File: src/rtl/branch_predictor_if.sv
// branch_predictor_if: fetch lookup, EX/MEM training and tracker bus of the branch predictor
interface branch_predictor_if;
    typedef logic [31:0] word_t;
    word_t if_pc;
    logic  pred_taken;
    word_t pred_npc;
    logic  upd_en;
    word_t upd_pc;
    logic  upd_taken;
    word_t upd_target;
    logic  upd_pred_taken;
    word_t mispred_cnt;
    modport master (
        output if_pc, upd_en, upd_pc, upd_taken, upd_target, upd_pred_taken,
        input  pred_taken, pred_npc, mispred_cnt
    );
    modport slave (
        input  if_pc, upd_en, upd_pc, upd_taken, upd_target, upd_pred_taken,
        output pred_taken, pred_npc, mispred_cnt
    );
endinterface

File: src/rtl/branch_predictor.sv
// branch_predictor: direct-mapped BTB with 2-bit direction counters and a saturating mispredict count
module branch_predictor #(
    parameter int ENTRIES = 16,
    parameter int IDX_W   = $clog2(ENTRIES)
) (
    input logic               CLK,
    input logic               RST,
    branch_predictor_if.slave bus
);
    localparam int TAG_W = 30 - IDX_W;
    typedef enum logic [1:0] {NS = 2'b00, NH = 2'b01, TH = 2'b10, TS = 2'b11} bpred_t;
    logic              valid_q  [ENTRIES];
    logic [TAG_W-1:0]  tag_q    [ENTRIES];
    logic [31:0]       target_q [ENTRIES];
    bpred_t            state_q  [ENTRIES];
    logic [31:0]       cnt_q;
    logic [IDX_W-1:0]  rd_idx;
    logic [TAG_W-1:0]  rd_tag;
    logic              rd_hit;
    logic [IDX_W-1:0]  wr_idx;
    logic [TAG_W-1:0]  wr_tag;
    logic              wr_hit;
    bpred_t            wr_state;
    bpred_t            nxt_state;
    logic [31:0]       nxt_target;
    logic              unused_pc_lsb;
    assign unused_pc_lsb = ^{bus.if_pc[1:0], bus.upd_pc[1:0]};
    assign rd_idx = bus.if_pc[IDX_W+1:2];
    assign rd_tag = bus.if_pc[31:IDX_W+2];
    assign wr_idx = bus.upd_pc[IDX_W+1:2];
    assign wr_tag = bus.upd_pc[31:IDX_W+2];
    // Lookup reads the registered table only, so a same-cycle update is not bypassed
    always_comb begin
        rd_hit         = valid_q[rd_idx] && tag_q[rd_idx] == rd_tag;
        bus.pred_taken = rd_hit && state_q[rd_idx][1];
        bus.pred_npc   = bus.pred_taken ? target_q[rd_idx] : bus.if_pc + 32'd4;
    end
    // Next entry contents: step the counter on a hit, allocate weak state on a miss
    always_comb begin
        wr_hit     = valid_q[wr_idx] && tag_q[wr_idx] == wr_tag;
        wr_state   = state_q[wr_idx];
        nxt_state  = !wr_hit ? (bus.upd_taken ? TH : NH) :
                     bus.upd_taken ? (wr_state == NS ? NH : wr_state == NH ? TH : TS) :
                                     (wr_state == TS ? TH : wr_state == TH ? NH : NS);
        nxt_target = (!wr_hit || bus.upd_taken) ? bus.upd_target : target_q[wr_idx];
    end
    for (genvar e = 0; e < ENTRIES; e++) begin : g_ent
        // Entry e is cleared by reset and rewritten by any update that indexes it
        always_ff @(posedge CLK) begin
            if (RST) begin
                valid_q[e]  <= 1'b0;
                tag_q[e]    <= '0;
                target_q[e] <= '0;
                state_q[e]  <= NH;
            end else if (bus.upd_en && wr_idx == IDX_W'(e)) begin
                valid_q[e]  <= 1'b1;
                tag_q[e]    <= wr_tag;
                target_q[e] <= nxt_target;
                state_q[e]  <= nxt_state;
            end
        end
    end
    // Mispredict count sticks at all-ones instead of wrapping
    always_ff @(posedge CLK) begin
        if (RST)
            cnt_q <= '0;
        else if (bus.upd_en && bus.upd_taken != bus.upd_pred_taken && cnt_q != '1)
            cnt_q <= cnt_q + 32'd1;
    end
    assign bus.mispred_cnt = cnt_q;
endmodule

File: src/flat_wrapper.sv
// flat-port wrapper written by rule: the top's interface ports become plain ports
module branch_predictor_flat 
#(
    parameter int ENTRIES = 16,
    parameter int IDX_W   = $clog2(ENTRIES)
)
  (CLK, RST, bus_if_pc, bus_upd_en, bus_upd_pc, bus_upd_taken, bus_upd_target, bus_upd_pred_taken, bus_pred_taken, bus_pred_npc, bus_mispred_cnt);
  branch_predictor_if bus_i ();
  input logic CLK;
  input logic RST;
  input wire logic [$bits(bus_i.if_pc)-1:0] bus_if_pc;
  input wire logic [$bits(bus_i.upd_en)-1:0] bus_upd_en;
  input wire logic [$bits(bus_i.upd_pc)-1:0] bus_upd_pc;
  input wire logic [$bits(bus_i.upd_taken)-1:0] bus_upd_taken;
  input wire logic [$bits(bus_i.upd_target)-1:0] bus_upd_target;
  input wire logic [$bits(bus_i.upd_pred_taken)-1:0] bus_upd_pred_taken;
  output wire logic [$bits(bus_i.pred_taken)-1:0] bus_pred_taken;
  output wire logic [$bits(bus_i.pred_npc)-1:0] bus_pred_npc;
  output wire logic [$bits(bus_i.mispred_cnt)-1:0] bus_mispred_cnt;
  assign bus_i.if_pc = bus_if_pc;
  assign bus_i.upd_en = bus_upd_en;
  assign bus_i.upd_pc = bus_upd_pc;
  assign bus_i.upd_taken = bus_upd_taken;
  assign bus_i.upd_target = bus_upd_target;
  assign bus_i.upd_pred_taken = bus_upd_pred_taken;
  assign bus_pred_taken = bus_i.pred_taken;
  assign bus_pred_npc = bus_i.pred_npc;
  assign bus_mispred_cnt = bus_i.mispred_cnt;
  branch_predictor #(.ENTRIES(ENTRIES), .IDX_W(IDX_W)) u_core (.CLK(CLK), .RST(RST), .bus(bus_i));
endmodule
File: config.mk
export PLATFORM = sky130hd
export DESIGN_NAME = branch_predictor_flat
export DESIGN_NICKNAME = d
export VERILOG_FILES = /design/src/rtl/branch_predictor_if.sv /design/src/rtl/branch_predictor.sv /design/src/flat_wrapper.sv
export SDC_FILE = /design/constraint.sdc
export NUM_CORES = 2
export LEC_CHECK = 0
export ABC_AREA = 1
export CELL_PAD_IN_SITES_DETAIL_PLACEMENT = 0
export CELL_PAD_IN_SITES_GLOBAL_PLACEMENT = 1
export CORE_UTILIZATION = 50
export CTS_BUF_LIST = sky130_fd_sc_hd__clkbuf_8
export DETAILED_ROUTE_END_ITERATION = 10
export DONT_BUFFER_PORTS = 1
export PLACE_DENSITY_LB_ADDON = 0.1
export SYNTH_ARGS = -nofsm -noshare
export SYNTH_HDL_FRONTEND = slang
export SYNTH_SLANG_ARGS = --single-unit
File: constraint.sdc
create_clock -name CLK -period 25 [get_ports CLK]
set_clock_uncertainty 0.2 [all_clocks]
set_input_delay 7.5 -clock CLK [delete_from_list [all_inputs] [get_ports CLK]]
set_output_delay 7.5 -clock CLK [all_outputs]
set_load 0.02 [all_outputs]
== Word-level counts from Yosys, hierarchy flattened ==
Memories as Yosys holds them, arrays and structs flattened.
Cells that the tools add are included.
Widths: inputs -> output; s select.

* Add/subtract/negate cells: 2
* $mul: 0
* Divide/modulo/power cells: 0
* Magnitude comparators: 0
* Eq/ne operators: 22
* Shifts and indexed selects: 0
* Mux-type cells: 123
* Bitwise gates (word level): 64
* Reductions and logical operators: 25

{| class="wikitable"
|+ Operators by type and width
! cell !! count
|-
| $mux 32 || 18
|-
| $mux 26 || 16
|-
| $mux 1 || 68
|-
| $or 1x1->1 || 64
|-
| $eq 26x26->1 || 2
|-
| $mux 2 || 21
|-
| $add 32x1->32 const B || 1
|-
| $add 32x3->32 const B || 1
|-
| $eq 4x4->1 const B || 8
|-
| $ne 32x32->1 const B || 1
|-
| $logic_and 1x1->1 || 21
|-
| $eq 4x3->1 const B || 4
|-
| $eq 4x2->1 const B || 2
|-
| $eq 2x2->1 const B || 2
|-
| $eq 4x1->1 const B || 1
|-
| $logic_not 4->1 || 1
|-
| $eq 2x1->1 const B || 1
|-
| $logic_not 2->1 || 1
|-
| $logic_not 1->1 || 1
|-
| $logic_or 1x1->1 || 1
|-
| $ne 1x1->1 || 1
|}

* Register bits after elaboration: 32
* Latch bits: 0
* Bits in writable memories: 976
* ROM bits: 0
* Input port bits: 101
* Output and inout bits: 65
* Memories kept: 4

{| class="wikitable"
|+ Memory list
! memory !! words !! width !! rd ports !! clocked after Yosys merged registers in !! wr ports !! RTL line !! source
|-
| u_core.target_q || 16 || 32 || 2 || 0 || 16 || branch_predictor.sv:14 || <nowiki>logic [31:0] target_q [ENTRIES];</nowiki>
|-
| u_core.tag_q || 16 || 26 || 2 || 0 || 16 || branch_predictor.sv:13 || <nowiki>logic [TAG_W-1:0] tag_q [ENTRIES];</nowiki>
|-
| u_core.state_q || 16 || 2 || 2 || 0 || 16 || branch_predictor.sv:15 || <nowiki>bpred_t state_q [ENTRIES];</nowiki>
|-
| u_core.valid_q || 16 || 1 || 2 || 0 || 16 || branch_predictor.sv:12 || <nowiki>logic valid_q [ENTRIES];</nowiki>
|}

== Depth between registers and ports, before layout ==
An unclocked memory read counts as a cell.

* Depth after elaboration: 7
* Mapped depth: 23

== Least setup slack after synthesis ==
Ideal clock, no wire load.

* Path type: input to output
* Start point: input bus_if_pc[2]
* End point: output bus_pred_npc[24]
* Data arrival time: 9.770 ns
* Path slack: 7.530 ns
* Stages: 18
* Buffers on the path: 5
* Cell sequence: buf_2 inv_2 buf_2 buf_2 buf_2 nor2_1 o211ai_1 nand3_1 nand3_1 nand2_1 nor2_1 nand2_1 nor2_1 nand2_1 nor2_4 buf_4 nor2_1 nor2_1

* Longest elaborated chain between the ends: 5
* Elaborated cells between the ends (all ways): 9

{| class="wikitable"
|+ Ends and longest elaborated chain
! element !! RTL line !! source
|-
| start: declaration || flat_wrapper.sv:11 || <nowiki>input wire logic [$bits(bus_i.if_pc)-1:0] bus_if_pc;</nowiki>
|-
| $mem_v2 16x26 || n/a ||
|-
| $eq 26x26->1 || branch_predictor.sv:34 || <nowiki>rd_hit = valid_q[rd_idx] && tag_q[rd_idx] == rd_tag;</nowiki>
|-
| $logic_and 1x1->1 || branch_predictor.sv:34 ||
|-
| $logic_and 1x1->1 || branch_predictor.sv:35 || <nowiki>bus.pred_taken = rd_hit && state_q[rd_idx][1];</nowiki>
|-
| $mux 32 (*) || branch_predictor.sv:36 || <nowiki>bus.pred_npc = bus.pred_taken ? target_q[rd_idx] : bus.if_pc + 32'd4;</nowiki>
|-
| end: declaration || flat_wrapper.sv:18 || <nowiki>output wire logic [$bits(bus_i.pred_npc)-1:0] bus_pred_npc;</nowiki>
|}

Every way passes the cells marked *; elsewhere a longest branch is shown, timed or not.

== Final worst setup path ==
* Start point: input bus_if_pc[2]
* End point: output bus_pred_npc[11]

* Longest elaborated chain between the ends: 5
* Elaborated cells between the ends (all ways): 9

{| class="wikitable"
|+ Ends and longest elaborated chain
! element !! RTL line !! source
|-
| $mem_v2 16x26 || n/a ||
|-
| $eq 26x26->1 || branch_predictor.sv:34 ||
|-
| $logic_and 1x1->1 || branch_predictor.sv:34 ||
|-
| $logic_and 1x1->1 (*) || branch_predictor.sv:35 ||
|-
| net bus_pred_taken || flat_wrapper.sv:17 || <nowiki>output wire logic [$bits(bus_i.pred_taken)-1:0] bus_pred_taken;</nowiki>
|-
| $mux 32 (*) || branch_predictor.sv:36 ||
|}

The timed path passes the listed nets; every way through them passes the cells marked *.

==> impl_results.md <==
- Hold Path Class: register to register
- CP Max Fanout: 375
- Via count: 49681
- Setup violators final: 0
- Slew Viols, Final: 1
- Switch share: 0.283
- Critical Path Sink: bus_pred_npc[11]
- Grt total ovfl: 0
- Slew at the pin closest to its max-slew limit: 1500 ps
- Total clock sinks: 1008
- DPL Wire Length: 113000 um
- Root Driver: clkbuf_8
- CTS tree: done
- Die height: 333 um
- Die area: 111000 um2
- Post-synth EDFFs: 975
- Most frequent cell on the critical path: nand2_1
- Core area: 109000 um2
- # hold bufs at CTS: 0
- Crit path kind: input pin to primary output
- Netlist cell types: 41
- Share of cells above drive strength 1: 0.0568
- Ys async rst share: 0
- Max IR drop VDD: 0.0000423 V
- Starting DRT DRC Count: 6664
- Slowest-stage cell, CP: inv_8
- RSZ-0062 raised after global routing: no
- Reg-to-reg startpoint: u_core.tag_q[8][0]
- PD cells: 66.3 nW/um2
- Maximum clock rate: 0.0480 GHz
- Clk pwr share: 0.363
- CTS Buffer Depth: 3
- Top-count cell post-synth: nor2_1
- First-pass GRT wire length: 311000 um
- Register area: 29900 um2
- H-tree depth: 4
- Drt drc: 0
- Wire per inst: 27.8 um
- R2R setup slack: 20020 ps
- Top cell type by total area after synthesis: edfxtp_1
- Sequential cell fraction of total power: 0.515
- Die Width: 333 um
- Nets: 6404
- Postcts setup bufs: 0
- Multi-input combinational cell area: 21700 um2
- Comb pwr share: 0.122
- Largest net degree at the start of global routing: 376
- Mapped Avg Cell Area: 8.35 um2
- Pint: 2.78 mW
- Final hold vios: 0
- PortBufs: 0
- Dominant synthesized flop cell: edfxtp_1
- Critical path arrival: 13150 ps
- Critical Path Start: bus_if_pc[2]
- Post-synthesis register bit count: 1008
- Vias per cell: 6.32
- Switching pwr: 1.10 mW
- Final WS setup: 4150 ps
- Fillers: 10117
- Num CTS Buffers: 174
- Min Tclk post-route: 20850 ps
- Final worst-path cycle share: 0.834
- Crit-path max cell delay: 720 ps
- Synth Warn #: 0
- Setup TNS: 0 ps
- Number of global-route vias before repair: 46880
- Final WL: 218000 um
- Worst EP required: 17300 ps
- P&R area growth vs syn: 6.53%
- Synthesized area: 54900 um2
- Run status: finished, violations left
- Post-synthesis sequential area ratio: 0.545
- Worst Setup Slack post-DPL: 4730 ps
- Crit end category: primary output
- Post-CTS Resized: 0
- Maxcap violations: 2
- Initial antenna violation count: 2
- Latest clock arrival within the worst-skew pair: 870 ps
- Synth cell count leaders: nor2_1, nand2_1, edfxtp_1, o21ai_0, clkbuf_1
- Pleak: 22.3 nW
- Synth top area cells: edfxtp_1, nor2_1, nand2_1
- Failing checks: max-capacitance violations, max-slew violations
- Worst r2r path cells: 17
- IO Count: 166
- GP Congestion: 0.946
- Clock-pin slew on the worst setup and hold paths: 60 ps
- Worst R2R End: u_core.target_q[8][31]
- Mapped Cells: 6579
- Initial Util: 0.504
- Worst setup SP type: input pin
- GRT Total Usage: 0.385
- Cell row count: 121
- Synthesized net count: 6682
- Worst rel slew slack: -0.00784
- Post-DRT Antenna Nets: 0
- Critical Path, Cell by Cell: inv_8 -> buf_12 -> o21ai_0 -> o21ai_0 -> nand2_1 -> nand2_1 -> clkinv_1 -> nand3_1 -> nand2_1 -> nor2_1 -> nand2_1 -> nor2_1 -> nand2_1 -> nor2_4 -> buf_4 -> nor2_1 -> nor2_1
- Synth top area share: 0.533
- Drt first pass iters: 8
==> flip-flops by register name, summed over array words and instances (netlist names) <==
signal / count
u_core.target_q: 512
u_core.tag_q: 416
u_core.bus.mispred_cnt: 32
u_core.state_q: 32
u_core.valid_q: 16
==> cell type report <==
| class | instances | share of cell area |
|---|---|---|
| antenna | 2 | 0.0000856 |
| clock buffer | 181 | 0.0426 |
| clock inverter | 134 | 0.0111 |
| inverter | 338 | 0.0227 |
| multi-input combinational | 4706 | 0.371 |
| sequential | 1008 | 0.512 |
| tap | 1414 | 0.0302 |
| timing repair buffer | 73 | 0.0104 |
==> worst min path at each step <==
stage,start,endpoint,depth (start not counted)
after floorplan,u_core.valid_q[8],u_core.valid_q[8],2
after global placement,u_core.valid_q[8],u_core.valid_q[8],2
after detailed placement,u_core.valid_q[8],u_core.valid_q[8],2
after CTS,u_core.valid_q[8],u_core.valid_q[8],2
after global routing,u_core.valid_q[8],u_core.valid_q[8],2
final,u_core.valid_q[8],u_core.valid_q[8],2
==> stage by stage <==
step	hold WS [ps]	utilization	area [um2]	std cells	power (mW)
after floorplan	266	-	54900	6579	2.35
after global placement	281	0.509	55400	7539	2.48
after detailed placement	285	0.509	55400	7539	2.49
after CTS	293	0.537	58500	7854	3.87
after global routing	319	0.537	58500	7856	4.00
final	294	0.537	58500	7856	3.88
==> layer usage <==
layer / global-route usage / wire length (um) / vias up
met3: 0.0938 / 27500 / 674
met1: 0.497 / 81600 / 23739
met4: 0.204 / 12100 / 2
met5: 0 / 17 / -
met2: 0.601 / 97100 / 3319
li1: - / - / 21947
==> layout by cell type (no fill, tap or decap), drive strengths merged, types with 2 or more instances in the layout <==
cell      instances
nor3             52
xnor2             3
clkinvlp          2
o221ai           48
nor3b             3
nor4             38
o22ai            93
and2              2
xor2             30
buf              73
o21a              4
clkbuf          181
edfxtp          975
and3              3
nand4            53
clkinv           95
nor2           1463
nand2          1423
bufinv            4
a31oi             3
diode             2
o21ai           672
inv             371
ha                2
o211ai           64
a22oi           273
a21oi           296
a32o              2
dfxtp            33
nand3           175
==> kinds of logic after synthesis <==
group | count (synthesis) | share of synthesized area
AO/OA/AOI/OAI | 1457 | 0.154
XOR/XNOR | 33 | 0.00526
adder cells (fa/ha/maj) | 3 | 0.000638
buffers and inverters | 865 | 0.0633
flip-flops | 1008 | 0.545
AND/OR/NAND/NOR | 3213 | 0.231
==> critical path, delay by kind of cell <==
family / cells / cell delay, ps
AO/OA/AOI/OAI: 2 / 320
buffers and inverters: 4 / 2010
AND/OR/NAND/NOR: 11 / 2710
==> power by group through the flow <==
stage / sequential [mW] / clock [mW] / combinational, mW
final: 2.00 / 1.41 / 0.473
after global routing: 2.01 / 1.48 / 0.509
after CTS: 2.00 / 1.41 / 0.462
after detailed placement: 2.03 / 0 / 0.460
after global placement: 2.03 / 0 / 0.456
after floorplan: 2.03 / 0 / 0.323
Power figures use the tool's default switching activity.
